==> config.mk <==
export PLATFORM = sky130hd
export DESIGN_NAME = alu_flag_exec
export DESIGN_NICKNAME = d
export VERILOG_FILES = /design/src/rtl/alu_flag_exec.sv
export SDC_FILE = /design/constraint.sdc
export NUM_CORES = 1
export LEC_CHECK = 0
export BUFFER_PORTS_ARGS = -buffer_cell sky130_fd_sc_hd__buf_2
export CORE_MARGIN = 2
export CORE_UTILIZATION = 40
export DETAILED_ROUTE_END_ITERATION = 10
export PLACE_DENSITY = 0.75
export SLEW_MARGIN = 10
export SYNTH_ARGS = -nofsm -noshare
export SYNTH_HDL_FRONTEND = slang
export SYNTH_SLANG_ARGS = --single-unit
==> constraint.sdc <==
create_clock -name clk_i -period 2.5 [get_ports clk_i]
set_input_delay 0 -clock clk_i [delete_from_list [all_inputs] [get_ports clk_i]]
set_output_delay 0 -clock clk_i [all_outputs]
set_load 0.02 [all_outputs]
==> src/rtl/alu_flag_exec.sv <==
// alu_flag_exec: execute stage with ALU, NZCV flag register, condition squash and a one-entry output register.
// Optional EXEC_CNT_EN adds exec_count_o/squash_count_o accept counters.
module alu_flag_exec #(
    parameter int          WIDTH    = 32,
    parameter logic [3:0]  FLAG_RST = 4'b0000
) (
    input  logic             clk_i,
    input  logic             reset_i,
    input  logic             in_valid_i,
    output logic             in_ready_o,
    input  logic [1:0]       alu_control_i,
    input  logic [1:0]       flag_w_i,
    input  logic             no_write_i,
    input  logic [3:0]       cond_i,
    input  logic [WIDTH-1:0] src_a_i,
    input  logic [WIDTH-1:0] src_b_i,
    input  logic             reg_write_in_i,
    input  logic             mem_write_in_i,
    input  logic             pc_src_in_i,
    output logic             out_valid_o,
    input  logic             out_ready_i,
    output logic [WIDTH-1:0] result_o,
    output logic             reg_write_o,
    output logic             mem_write_o,
    output logic             pc_src_o,
    output logic             cond_ex_o,
`ifdef EXEC_CNT_EN
    output logic [15:0]      exec_count_o,
    output logic [15:0]      squash_count_o,
`endif
    output logic [3:0]       flags_o
);
    localparam logic [1:0] OP_AND = 2'b00;
    localparam logic [1:0] OP_ADD = 2'b01;
    localparam logic [1:0] OP_SUB = 2'b10;

    logic             accept;
    logic             is_sub;
    logic             is_arith;
    logic [WIDTH-1:0] b_eff;
    logic [WIDTH:0]   sum;
    logic [WIDTH-1:0] alu_r;
    logic             n_f, z_f, c_f, v_f;
    logic             cond_ok;
    logic             n_q, z_q, c_q, v_q;
    logic [3:0]       flags_q, flags_d;
    logic             out_valid_q, out_valid_d;
    logic [WIDTH-1:0] result_q;
    logic             reg_write_q, mem_write_q, pc_src_q, cond_ex_q;

    assign in_ready_o = ~out_valid_q | out_ready_i;
    assign accept     = in_valid_i & in_ready_o;
    assign {n_q, z_q, c_q, v_q} = flags_q;

    // SUB shares the adder: a + ~b + 1, so carry out is the inverted borrow.
    always_comb begin
        is_sub   = alu_control_i == OP_SUB;
        is_arith = is_sub | (alu_control_i == OP_ADD);
        b_eff    = is_sub ? ~src_b_i : src_b_i;
        sum      = {1'b0, src_a_i} + {1'b0, b_eff} + {{WIDTH{1'b0}}, is_sub};
        alu_r    = is_arith ? sum[WIDTH-1:0] :
                   (alu_control_i == OP_AND) ? (src_a_i & src_b_i) : (src_a_i | src_b_i);
        n_f      = alu_r[WIDTH-1];
        z_f      = alu_r == '0;
        c_f      = is_arith & sum[WIDTH];
        v_f      = is_arith & (src_a_i[WIDTH-1] == b_eff[WIDTH-1]) & (alu_r[WIDTH-1] != src_a_i[WIDTH-1]);
    end

    always_comb begin
        cond_ok = 1'b0;
        case (cond_i)
            4'b0000: cond_ok = z_q;
            4'b0001: cond_ok = ~z_q;
            4'b0010: cond_ok = c_q;
            4'b0011: cond_ok = ~c_q;
            4'b0100: cond_ok = n_q;
            4'b0101: cond_ok = ~n_q;
            4'b0110: cond_ok = v_q;
            4'b0111: cond_ok = ~v_q;
            4'b1000: cond_ok = c_q & ~z_q;
            4'b1001: cond_ok = ~c_q | z_q;
            4'b1010: cond_ok = n_q == v_q;
            4'b1011: cond_ok = n_q != v_q;
            4'b1100: cond_ok = ~z_q & (n_q == v_q);
            4'b1101: cond_ok = z_q | (n_q != v_q);
            4'b1110: cond_ok = 1'b1;
            default: cond_ok = 1'b0;
        endcase
    end

    always_comb begin
        flags_d     = flags_q;
        flags_d[3:2] = (accept & cond_ok & flag_w_i[1]) ? {n_f, z_f} : flags_q[3:2];
        flags_d[1:0] = (accept & cond_ok & flag_w_i[0]) ? {c_f, v_f} : flags_q[1:0];
        out_valid_d = accept | (out_valid_q & ~out_ready_i);
    end

    always_ff @(posedge clk_i or posedge reset_i) begin
        if (reset_i) begin
            flags_q     <= FLAG_RST;
            out_valid_q <= 1'b0;
            result_q    <= '0;
            reg_write_q <= 1'b0;
            mem_write_q <= 1'b0;
            pc_src_q    <= 1'b0;
            cond_ex_q   <= 1'b0;
        end else begin
            flags_q     <= flags_d;
            out_valid_q <= out_valid_d;
            if (accept) begin
                result_q    <= alu_r;
                reg_write_q <= reg_write_in_i & cond_ok & ~no_write_i;
                mem_write_q <= mem_write_in_i & cond_ok;
                pc_src_q    <= pc_src_in_i & cond_ok;
                cond_ex_q   <= cond_ok;
            end
        end
    end

`ifdef EXEC_CNT_EN
    logic [15:0] exec_count_q, squash_count_q;

    always_ff @(posedge clk_i or posedge reset_i) begin
        if (reset_i) begin
            exec_count_q   <= '0;
            squash_count_q <= '0;
        end else if (accept) begin
            exec_count_q   <= cond_ok ? exec_count_q + 16'd1 : exec_count_q;
            squash_count_q <= cond_ok ? squash_count_q : squash_count_q + 16'd1;
        end
    end

    assign exec_count_o   = exec_count_q;
    assign squash_count_o = squash_count_q;
`endif

    assign flags_o     = flags_q;
    assign out_valid_o = out_valid_q;
    assign result_o    = result_q;
    assign reg_write_o = reg_write_q;
    assign mem_write_o = mem_write_q;
    assign pc_src_o    = pc_src_q;
    assign cond_ex_o   = cond_ex_q;
endmodule

==> metrics.md <==
| Metric | Value |
|---|---|
| Status | finished, violations left |
| Failing checks | negative setup slack |
| Power per cell area | 592 nW/µm² |
| Placed inst area | 6900 µm² |
| Hold Path Class | in2reg |
| Max incr delay on CP | 0.55 ns |
| CTS root buf | clkbuf_16 |
| Req. time, crit path | 2.73 ns |
| Antenna diode count | 0 |
| FILL cells | 976 |
| Post-Syn Area | 4820 µm² |
| Port Buf Inserts | 121 |
| CTS clock-pin slew for the worst setup and hold paths | 0.06 ns |
| Asr flop ratio synth | 100% |
| GRT Residual Overflow | 0 |
| Main flop type after synthesis | dfrtp_1 |
| Synth-to-layout area growth | 56.5% |
| Dpl hpwl | 12,500 µm |
| All-Layer GR Usage | 25.1% |
| Die width | 114 µm |
| Num ports | 122 |
| Routed wire length | 17,000 µm |
| Synthesized area per cell | 8.35 µm² |
| Flops & latches, synth | 41 |
| P_leak | 0.00359 µW |
| Global-route wire length before repair | 26,300 µm |
| DR iter-0 viols | 304 |
| Latest clock arrival within the worst-skew pair | 0.30 ns |
| Worst setup path category | in2reg |
| Post-Place Cells | 991 |
| Synth Warn # | 0 |
| Multi-input logic area | 3950 µm² |
| Critical-path cell list | buf_4 > ha_4 > buf_12 > xor2_1 > ha_1 > o21a_1 > buf_4 > o311a_4 > o21ai_4 > a211oi_2 > mux2i_1 > or3_4 > nand4_1 > or4_4 > nor4bb_4 > a21o_1 |
| Fraction of layout cells with a size suffix above 1 | 47.5% |
| Total number of vias | 5,796 |
| Register area | 1030 µm² |
| CTS tree | done |
| Final instance area | 7550 µm² |
| Placer Congestion | 0.939 |
| PnR Total Power | 4470 µW |
| Worst relative slew slack | 50.0% |
| Worst vdd ir | 0.406 mV |
| Clock sink count | 41 |
| Max cap viols | 0 |
| Area of the die | 13,000 µm² |
| CP top delay family | simple AND/OR/NAND/NOR gates |
| Final Hold Fails | 0 |
| FMAX | 310 MHz |
| Via/cell ratio | 5.66 |
| Clock tree buffer depth | 2 |
| CP startpoint | alu_control_i[1] |
| Hold path startpoint | src_a_i[31] |
| Crit Path Max Fanout | 10 |
| Initial Util | 40.5% |
| Clk_skew | 0.0112 ns |
| Post-synth EDFFs | 0 |
| Initial antenna violation count | 0 |
| Most numerous cell on the critical path | buf_4 |
| Non-filler cells, final | 1,024 |
| Setup slack after layout | -0.726 ns |
| Syn_nets | 697 |
| H-tree depth | 2 |
| Syn Inst Count | 578 |
| Final Cycle Share | 129% |
| Residual DRC | 0 |
| Crit start category | input pin |
| Worst Setup End Kind | flop |
| Core area | 11,900 µm² |
| Antenna viol nets, final | 0 |
| Inserted Clock Buffers | 5 |
| Slew @ Worst Pin | 0.745 ns |
| Final Setup Violations | 16 |
| Register area share after synthesis | 21.3% |
| Die height | 114 µm |
| Slew Viols, Final | 0 |
| # nets final | 995 |
| Slowest-stage cell, CP | or4_4 |
| Cell variety after synth | 81 |
| Critical path arrival | 3.46 ns |
| Final min period | 3.23 ns |
| FP Rows | 40 |
| Vias in the first global route | 5,586 |
| Wire length per cell | 16.6 µm |
| Drt pass-1 iters | 5 |
| Worst reg2reg path startpoint | flags_o[3] |
| Pin count of the biggest net entering global routing | 55 |
| RSZ-0062 raised after global routing | yes |
| Worst path bufs/invs | 3 |
cells in the mapped netlist, types with 5 or more instances:
cell type | count | area [µm²]
nand2_1 | 65 | 244
a21oi_1 | 43 | 215
dfrtp_1 | 41 | 1030
ha_1 | 38 | 475
o21ai_0 | 35 | 175
xor2_1 | 34 | 298
nor2_1 | 33 | 124
maj3_1 | 24 | 240
clkbuf_1 | 19 | 71.3
mux2_2 | 17 | 191
inv_1 | 14 | 52.6
o21a_1 | 14 | 105
xnor2_1 | 13 | 114
a211oi_1 | 12 | 90.1
nor3_1 | 11 | 55.1
a21o_1 | 10 | 75.1
nand4_1 | 10 | 62.6
nand3_1 | 9 | 45.0
mux2i_1 | 8 | 80.1
o211ai_1 | 7 | 52.6
or3_1 | 6 | 37.5
a311o_1 | 5 | 50.1
a31oi_1 | 5 | 31.3
clkbuf_8 | 5 | 68.8
nand2b_1 | 5 | 31.3
nand3b_1 | 5 | 37.5
o31ai_1 | 5 | 37.5
worst min-delay path, cell delays in order:
cell and delay (ns):
buf_2 0.11, xnor2_1 0.07, nand2_1 0.05, o21ai_1 0.06
kinds of logic after synthesis:
family | count (synthesis) | share of synthesized area [%]
multiplexers | 26 | 5.91
XOR/XNOR | 47 | 8.53
AO/OA/AOI/OAI | 186 | 26.9
AND/OR/NAND/NOR | 172 | 17.4
buffers and inverters | 42 | 4.49
adder cells (fa/ha/maj) | 64 | 15.5
flip-flops | 41 | 21.3
layer usage:
metal / up-vias / routed length, µm / global-route usage [%] / part of all wire, %
li1: 2755 / - / - / -
met1: 2726 / 7150 / 31.5 / 42
met2: 254 / 8140 / 43.7 / 48
met3: 61 / 1030 / 3.67 / 6.0
met4: 0 / 675 / 9.76 / 4.0
met5: - / 0 / 0 / 0
stage by stage:
stage	setup TNS (ns)	utilization [%]	setup slack, ns	hold WS (ns)
final	-4.33	63.4	-0.726	0.0378
after global routing	-6.38	63.4	-0.839	0.0747
after CTS	-3.02	61.8	-0.615	0.0417
after detailed placement	-10.88	57.9	-1.20	0.0649
after global placement	-9.86	57.9	-1.10	0.0666
after floorplan	-1.96	-	-0.712	0.108
sequential cells by signal, summed over array words and instances (netlist names):
signal / count
out_valid_o: 1
flags_o: 4
pc_src_o: 1
result_o: 32
cond_ex_o: 1
mem_write_o: 1
reg_write_o: 1
power breakdown:
part	internal, µW	switching [µW]
combinational	1310	1390
sequential	833	100
clock	570	278
total	2710	1760
cell type report:
class / count / area share (%)
inverter: 15 / 0.911
tap: 147 / 2.44
clock inverter: 3 / 0.861
clock buffer: 5 / 1.66
sequential: 41 / 13.6
timing repair buffer: 318 / 28.2
multi-input combinational: 495 / 52.3
layout by cell type, fill, tap and decap left out, drive strengths merged, types with 3 or more instances in the layout:
cell type,Yosys,layout
a311o,5,5
a22o,4,4
or2,5,5
o21ai,39,39
o31ai,5,5
nor3b,3,3
a21oi,44,44
nand4,10,10
nor2b,3,3
nand3b,5,5
and2,5,5
mux2i,9,9
xnor2,13,13
o211ai,9,9
dlygate4sd3,0,5
nand2,65,65
inv,15,14
a21o,11,11
nor2,33,33
o22ai,5,5
a221oi,3,3
or3,6,6
nand2b,5,5
dfrtp,41,41
ha,38,38
maj3,25,25
mux2,17,17
nand3,9,9
xor2,34,34
nor4,3,3
o21a,15,15
nor3,11,11
a211oi,12,12
clkbuf,24,5
buf,3,313
a31oi,6,6
final timing paths:
path	endpoint	slack (ns)	cells after the start
setup / recovery	flags_o[2]	-0.73	16
hold / removal	flags_o[0]	0.04	4
setup reg to reg	flags_o[2]	0.21	10
hold reg to reg	result_o[24]	0.48	2
max in group asynchronous	result_o[26]	1.49	4
min in group asynchronous	result_o[14]	0.29	3
what timing repair did:
action                                 CTS  global route
endpoints found under the hold margin   26             0
setup buffers                           16             4
setup endpoints to repair               17            20
pin swaps                               18             9
resized for setup                       28            35
hold buffers                             5             0
No activity file was read; power rests on OpenSTA's default activity.
